### src/rtl/hidden_cpu_prog_feeder.sv
// hidden_cpu_prog_feeder
// Program buffer that captures a short stream of 6-bit instruction words
// ({opcode[1:0], addrs[3:0]}) and then plays them back to the core over a
// valid/ready handshake. Playback can be redirected with jump_valid, and
// out-of-range jumps latch a sticky jump_err flag.
//
// Build option:
//   FEEDER_LOOP_EN  - defined: playback wraps from the last word back to
//                     word 0 and stays in RUN forever (DONE unreachable).
//                     undefined (default): the handshake on the last word
//                     moves to DONE.
module hidden_cpu_prog_feeder #(
    parameter int unsigned DEPTH = 16
) (
    input  logic                       clk,
    input  logic                       rst,
    input  logic                       load_valid,
    input  logic [5:0]                 load_data,
    output logic                       load_ready,
    input  logic                       run,
    input  logic                       clear,
    input  logic                       jump_valid,
    input  logic [$clog2(DEPTH)-1:0]   jump_target,
    output logic                       instr_valid,
    output logic [5:0]                 instr_out,
    input  logic                       instr_ready,
    output logic                       busy,
    output logic                       done,
    output logic                       jump_err,
    output logic [7:0]                 issued_cnt
);

    localparam int unsigned AW = $clog2(DEPTH);

    // Count needs one extra bit so that a full buffer (count == DEPTH) is
    // representable.
    localparam logic [AW:0] CNT_FULL = (AW+1)'(DEPTH);

    localparam logic [1:0] ST_LOAD = 2'd0;
    localparam logic [1:0] ST_RUN  = 2'd1;
    localparam logic [1:0] ST_DONE = 2'd2;

    logic [1:0]    state;
    logic [AW:0]   count;
    logic [AW-1:0] rd_ptr;
    logic [7:0]    issued;
    logic          jerr;
    logic [5:0]    mem [DEPTH];

    logic          load_hs;
    logic          at_last;
    logic          jump_ok;
    logic          has_prog;

    // Decode the handshakes and playback conditions for this cycle.
    always_comb begin
        load_hs  = (state == ST_LOAD) && load_valid && (count < CNT_FULL);
        at_last  = ({1'b0, rd_ptr} == (count - 1'b1));
        jump_ok  = ({1'b0, jump_target} < count);
        // A word accepted in the same cycle as run counts toward a
        // non-empty program, so run with a coincident first load starts.
        has_prog = (count != '0) || load_hs;
    end

    // Program storage: written only by accepted load words, never reset.
    always_ff @(posedge clk) begin
        if (load_hs && !clear) begin
            mem[count[AW-1:0]] <= load_data;
        end
    end

    // Control state, pointers, issue counter and sticky jump error.
    always_ff @(posedge clk or negedge rst) begin
        if (!rst) begin
            state  <= ST_LOAD;
            count  <= '0;
            rd_ptr <= '0;
            issued <= '0;
            jerr   <= 1'b0;
        end else if (clear) begin
            state  <= ST_LOAD;
            count  <= '0;
            rd_ptr <= '0;
            issued <= '0;
            jerr   <= 1'b0;
        end else begin
            case (state)
                ST_LOAD: begin
                    if (load_hs) begin
                        count <= count + 1'b1;
                    end
                    if (run && has_prog) begin
                        state  <= ST_RUN;
                        rd_ptr <= '0;
                    end
                end
                ST_RUN: begin
                    if (instr_ready && (issued != 8'hFF)) begin
                        issued <= issued + 1'b1;
                    end
                    // A jump overrides the handshake advance; an
                    // out-of-range jump also holds rd_ptr where it is.
                    if (jump_valid) begin
                        if (jump_ok) begin
                            rd_ptr <= jump_target;
                        end else begin
                            jerr <= 1'b1;
                        end
                    end else if (instr_ready) begin
                        if (at_last) begin
`ifdef FEEDER_LOOP_EN
                            rd_ptr <= '0;
`else
                            state  <= ST_DONE;
`endif
                        end else begin
                            rd_ptr <= rd_ptr + 1'b1;
                        end
                    end
                end
                ST_DONE: begin
                    if (run) begin
                        state  <= ST_RUN;
                        rd_ptr <= '0;
                    end
                end
                default: begin
                    state <= ST_LOAD;
                end
            endcase
        end
    end

    // Outputs decode directly from state so reset clears them without a clock.
    always_comb begin
        instr_valid = (state == ST_RUN);
        instr_out   = (state == ST_RUN) ? mem[rd_ptr] : '0;
        busy        = (state == ST_RUN);
        done        = (state == ST_DONE);
        load_ready  = (state == ST_LOAD) && (count < CNT_FULL);
        jump_err    = jerr;
        issued_cnt  = issued;
    end

endmodule
### config.mk
export PLATFORM = sky130hd
export DESIGN_NAME = hidden_cpu_prog_feeder
export DESIGN_NICKNAME = d
export VERILOG_FILES = /design/src/rtl/hidden_cpu_prog_feeder.sv
export SDC_FILE = /design/constraint.sdc
export NUM_CORES = 1
export LEC_CHECK = 0
export CORE_MARGIN = 1
export CORE_UTILIZATION = 42
export CTS_CLUSTER_DIAMETER = 30
export DETAILED_ROUTE_END_ITERATION = 16
export PLACE_DENSITY = 0.62
export SLEW_MARGIN = 10
export SYNTH_ARGS = -nofsm -noshare
export SYNTH_HDL_FRONTEND = slang
export SYNTH_SLANG_ARGS = --single-unit
### constraint.sdc
create_clock -name clk -period 4.3 [get_ports clk]
set_input_delay 1.29 -clock clk [delete_from_list [all_inputs] [get_ports clk]]
set_output_delay 1.29 -clock clk [all_outputs]
set_load 0.02 [all_outputs]
==> flow_summary.ini, run 1 <==
[clock_tree]
cts-buffers-inserted = 17
cts.path.max_buffers = 2
insertion_delay_ps = 410
root_buffer = clkbuf_16
postCtsHoldBufs = 0
cts_tree = built
cts_resized = 0
cts_sinks = 116
path_clk_slew_ps = 50
post_cts_buffers = 0
ctsHtreeMaxLevel = 4

[grt]
grt_pass1_wl_um = 16000
antenna_found_initial = 0
grt_max_degree = 30
grt_overflow_total = 0
grt_pass1_vias = 2790
grtUsageTotal_pct = 17.7

[finish]
multiInputGateArea_mm2 = 0.00168
areaGrowthSynthToFinish_pct = 20.0
final_nets = 371
n_antenna_cell = 0
ff_latch_area_mm2 = 0.00338
fillers = 979
layout-drive-gt1-share_pct = 13.8

[worst_setup_path]
cp-end-kind = output pin
cp_cell_sequence = buf_12, mux4_1, mux4_2, and2_1, clkdlybuf4s50_1
slowest_delay_ps = 610
cp-start-kind = flip-flop
critical_path_class = flip-flop to output pin
reg2reg_from = count[0]
worstRegToRegCells = 7
crit_path_max_fanout = 29
slowest_stage = mux4_1
cp.required_ps = 3010
path_delay_family = multiplexers
crit_buf_inv = 2
r2r_setup_slack_ps = 1850
arrival_ps = 2820
rr_endpoint = rd_ptr[1]

[floorplanning]
rows = 40
die_h_um = 113
die-area_mm2 = 0.0128
ios = 36
initial_core_util_pct = 43.1
core-area_mm2 = 0.0121
dieWidth_um = 113

[routing]
routed_wl_um = 10200
met2_length_um = 4870
routedWlPerCell_um = 19.5
wl_met1_um = 4520
top_layer_used = met4
num_vias = 2739
route.met3.wl_um = 573
drt-vias-per-instance = 5.23
drt_iter0_drc = 236
dr.pass1.iters = 4
drc_errors = 0
ant_nets = 0

[sta]
tns_ps = 0
relSlewSlack_pct = 37.9
post-route-period-util_pct = 95.5
worst_clock_skew_ps = 5.78
max_slew.worst_pin.slew_ps = 929
maxSlewViolCount = 0
period_minus_slack_ps = 4110
hold_violations = 0
max_freq_mhz = 244
setup_violations = 0
rsz0062_at_grt = false

[logic_synthesis]
ys_seq_area_share_pct = 65.1
synthesis.area_mm2 = 0.00520
ys_types = 44
synth_nets = 329
synthCells = 302
synth_area_per_cell_um2 = 17.2
yosys_warnings = 0
ys_ff_latch = 116

[min_path]
hold_depth = 2
hold_end = jump_err
hold_start = jump_err
hold_class = flip-flop to flip-flop

[outcome]
status = completed

[pwr]
ir_drop_v = 0.000291
powerDensity_mw_per_mm2 = 442
leakage_nw = 2.17
finalPower_mw = 2.76

[job]
drv_cap = 0

[placement]
port_buffers = 35
dpl.hpwl_um = 6950
gp_congestion = 0.782
-- tightest hold or removal path: cells and delay by family (launching register included) --
kind / cells / cell delay (ps)
buffers and inverters: 1 / 50
AO/OA/AOI/OAI: 1 / 50
flip-flops: 1 / 380
-- cells by family after synthesis --
logic type                 share of synthesized area (%)
adders and majority gates                           2.41
AOI/OAI and AO/OA                                   2.62
buffers and inverters                               2.69
muxes                                               15.4
and+or+nand+nor                                     8.90
DFF                                                 65.1
xor gates and xnor gates                            2.86
-- cell usage after synthesis, drive strengths merged --
master | instances | area [um^2]
mux2i | 3 | 30.0
nor3 | 3 | 20.0
and3 | 9 | 56.3
o211ai | 2 | 15.0
nor2 | 24 | 90.1
a211o | 1 | 8.76
inv | 7 | 26.3
clkbuf | 4 | 15.0
a21o | 1 | 7.51
and4bb | 1 | 12.5
dfrtp | 20 | 500
a2111oi | 1 | 27.5
xnor2 | 10 | 87.6
mux4 | 30 | 728
o31ai | 1 | 7.51
nor2b | 4 | 25.0
buf | 11 | 98.8
a31oi | 1 | 6.26
nand2 | 4 | 15.0
xor2 | 7 | 61.3
nand3 | 4 | 20.0
and2 | 20 | 125
nand2b | 4 | 25.0
and3b | 2 | 17.5
and4 | 1 | 8.76
or3 | 1 | 6.26
nand3b | 1 | 7.51
nand4 | 4 | 25.0
mux2 | 4 | 45.0
a41oi | 1 | 8.76
a22oi | 1 | 7.51
nand4b | 1 | 8.76
edfxtp | 96 | 2880
ha | 10 | 125
a21oi | 7 | 35.0
a211oi | 1 | 12.5
-- final cells by class --
class                   count  share of cell area [%]
clock buffers              19                    6.94
clock inverters            12                    1.84
inverters                   7                   0.421
multi-input cells         164                    26.9
flip-flops and latches    116                    54.2
well taps                 168                    3.37
repair buffers             38                    6.37
-- per-stage QoR --
step / utilization, % / cells / hold WS (ps) / cell area, um^2 / setup WS [ps]
2_1_floorplan: - / 302 / 557 / 5200 / 1170
3_3_place_gp: 47.2 / 493 / 508 / 5690 / 629
3_5_place_dp: 47.2 / 493 / 520 / 5690 / 588
4_1_cts: 51.8 / 524 / 529 / 6240 / 141
5_1_grt: 51.8 / 524 / 563 / 6240 / 111
6_report: 51.8 / 524 / 526 / 6240 / 194
-- report_power, final --
| group | switching (mW) | internal (mW) |
|---|---|---|
| clock | 0.461 | 0.835 |
| combinational | 0.111 | 0.103 |
| sequential | 0.0149 | 1.23 |
-- how the worst max path moves through the flow --
stage	slack, ps	endpoint	from	depth (start not counted)
after floorplan	1170	instr_out[0]	rd_ptr[0]	5
after global placement	630	instr_out[0]	rd_ptr[0]	5
after detailed placement	590	instr_out[0]	rd_ptr[0]	5
after CTS	140	instr_out[0]	rd_ptr[0]	5
after global routing	110	instr_out[0]	rd_ptr[0]	5
final	190	instr_out[5]	rd_ptr[0]	5
-- cells in the final DEF (no fill, tap or decap), types with 2 or more instances in the layout --
cell,instances
clkinv_1,3
nand3_1,4
edfxtp_1,96
and3b_1,2
nand2b_1,4
buf_12,2
inv_1,6
a21oi_1,7
o211ai_1,2
nor2_1,24
ha_1,10
and2_1,20
xor2_1,7
nor2b_1,4
mux2_1,4
nand2_1,4
and3_1,9
clkbuf_1,2
mux4_1,14
nor3_1,2
nand4_1,4
clkdlybuf4s50_1,35
mux2i_1,3
mux4_2,16
bufinv_16,2
dfrtp_1,20
clkinvlp_4,2
xnor2_1,10
clkbuf_16,17
clkinv_2,4
-- metal layers --
layer  vias up  track usage (%)
li1       1268                -
met1      1373             23.9
met2        80             26.8
met3        18             4.18
met4         0             9.30
met5         -                0
-- sequential cells by signal, summed over array words and instances (netlist names) --
register,count
mem,96
issued_cnt,8
count,5
rd_ptr,4
state,2
jump_err,1
Power figures use the tool's default switching activity.
==> run 2, diff against run 1 <==
Settings changed: CAP_MARGIN from default to 10.
==> results of run 2 <==
Final layout, timing and power as in run 1 (identical DEF).
==> run 3, diff against run 2 <==
Settings changed: CORE_MARGIN 1 to default.
==> results of run 3 <==
Final layout, timing and power as in run 1 (identical DEF).
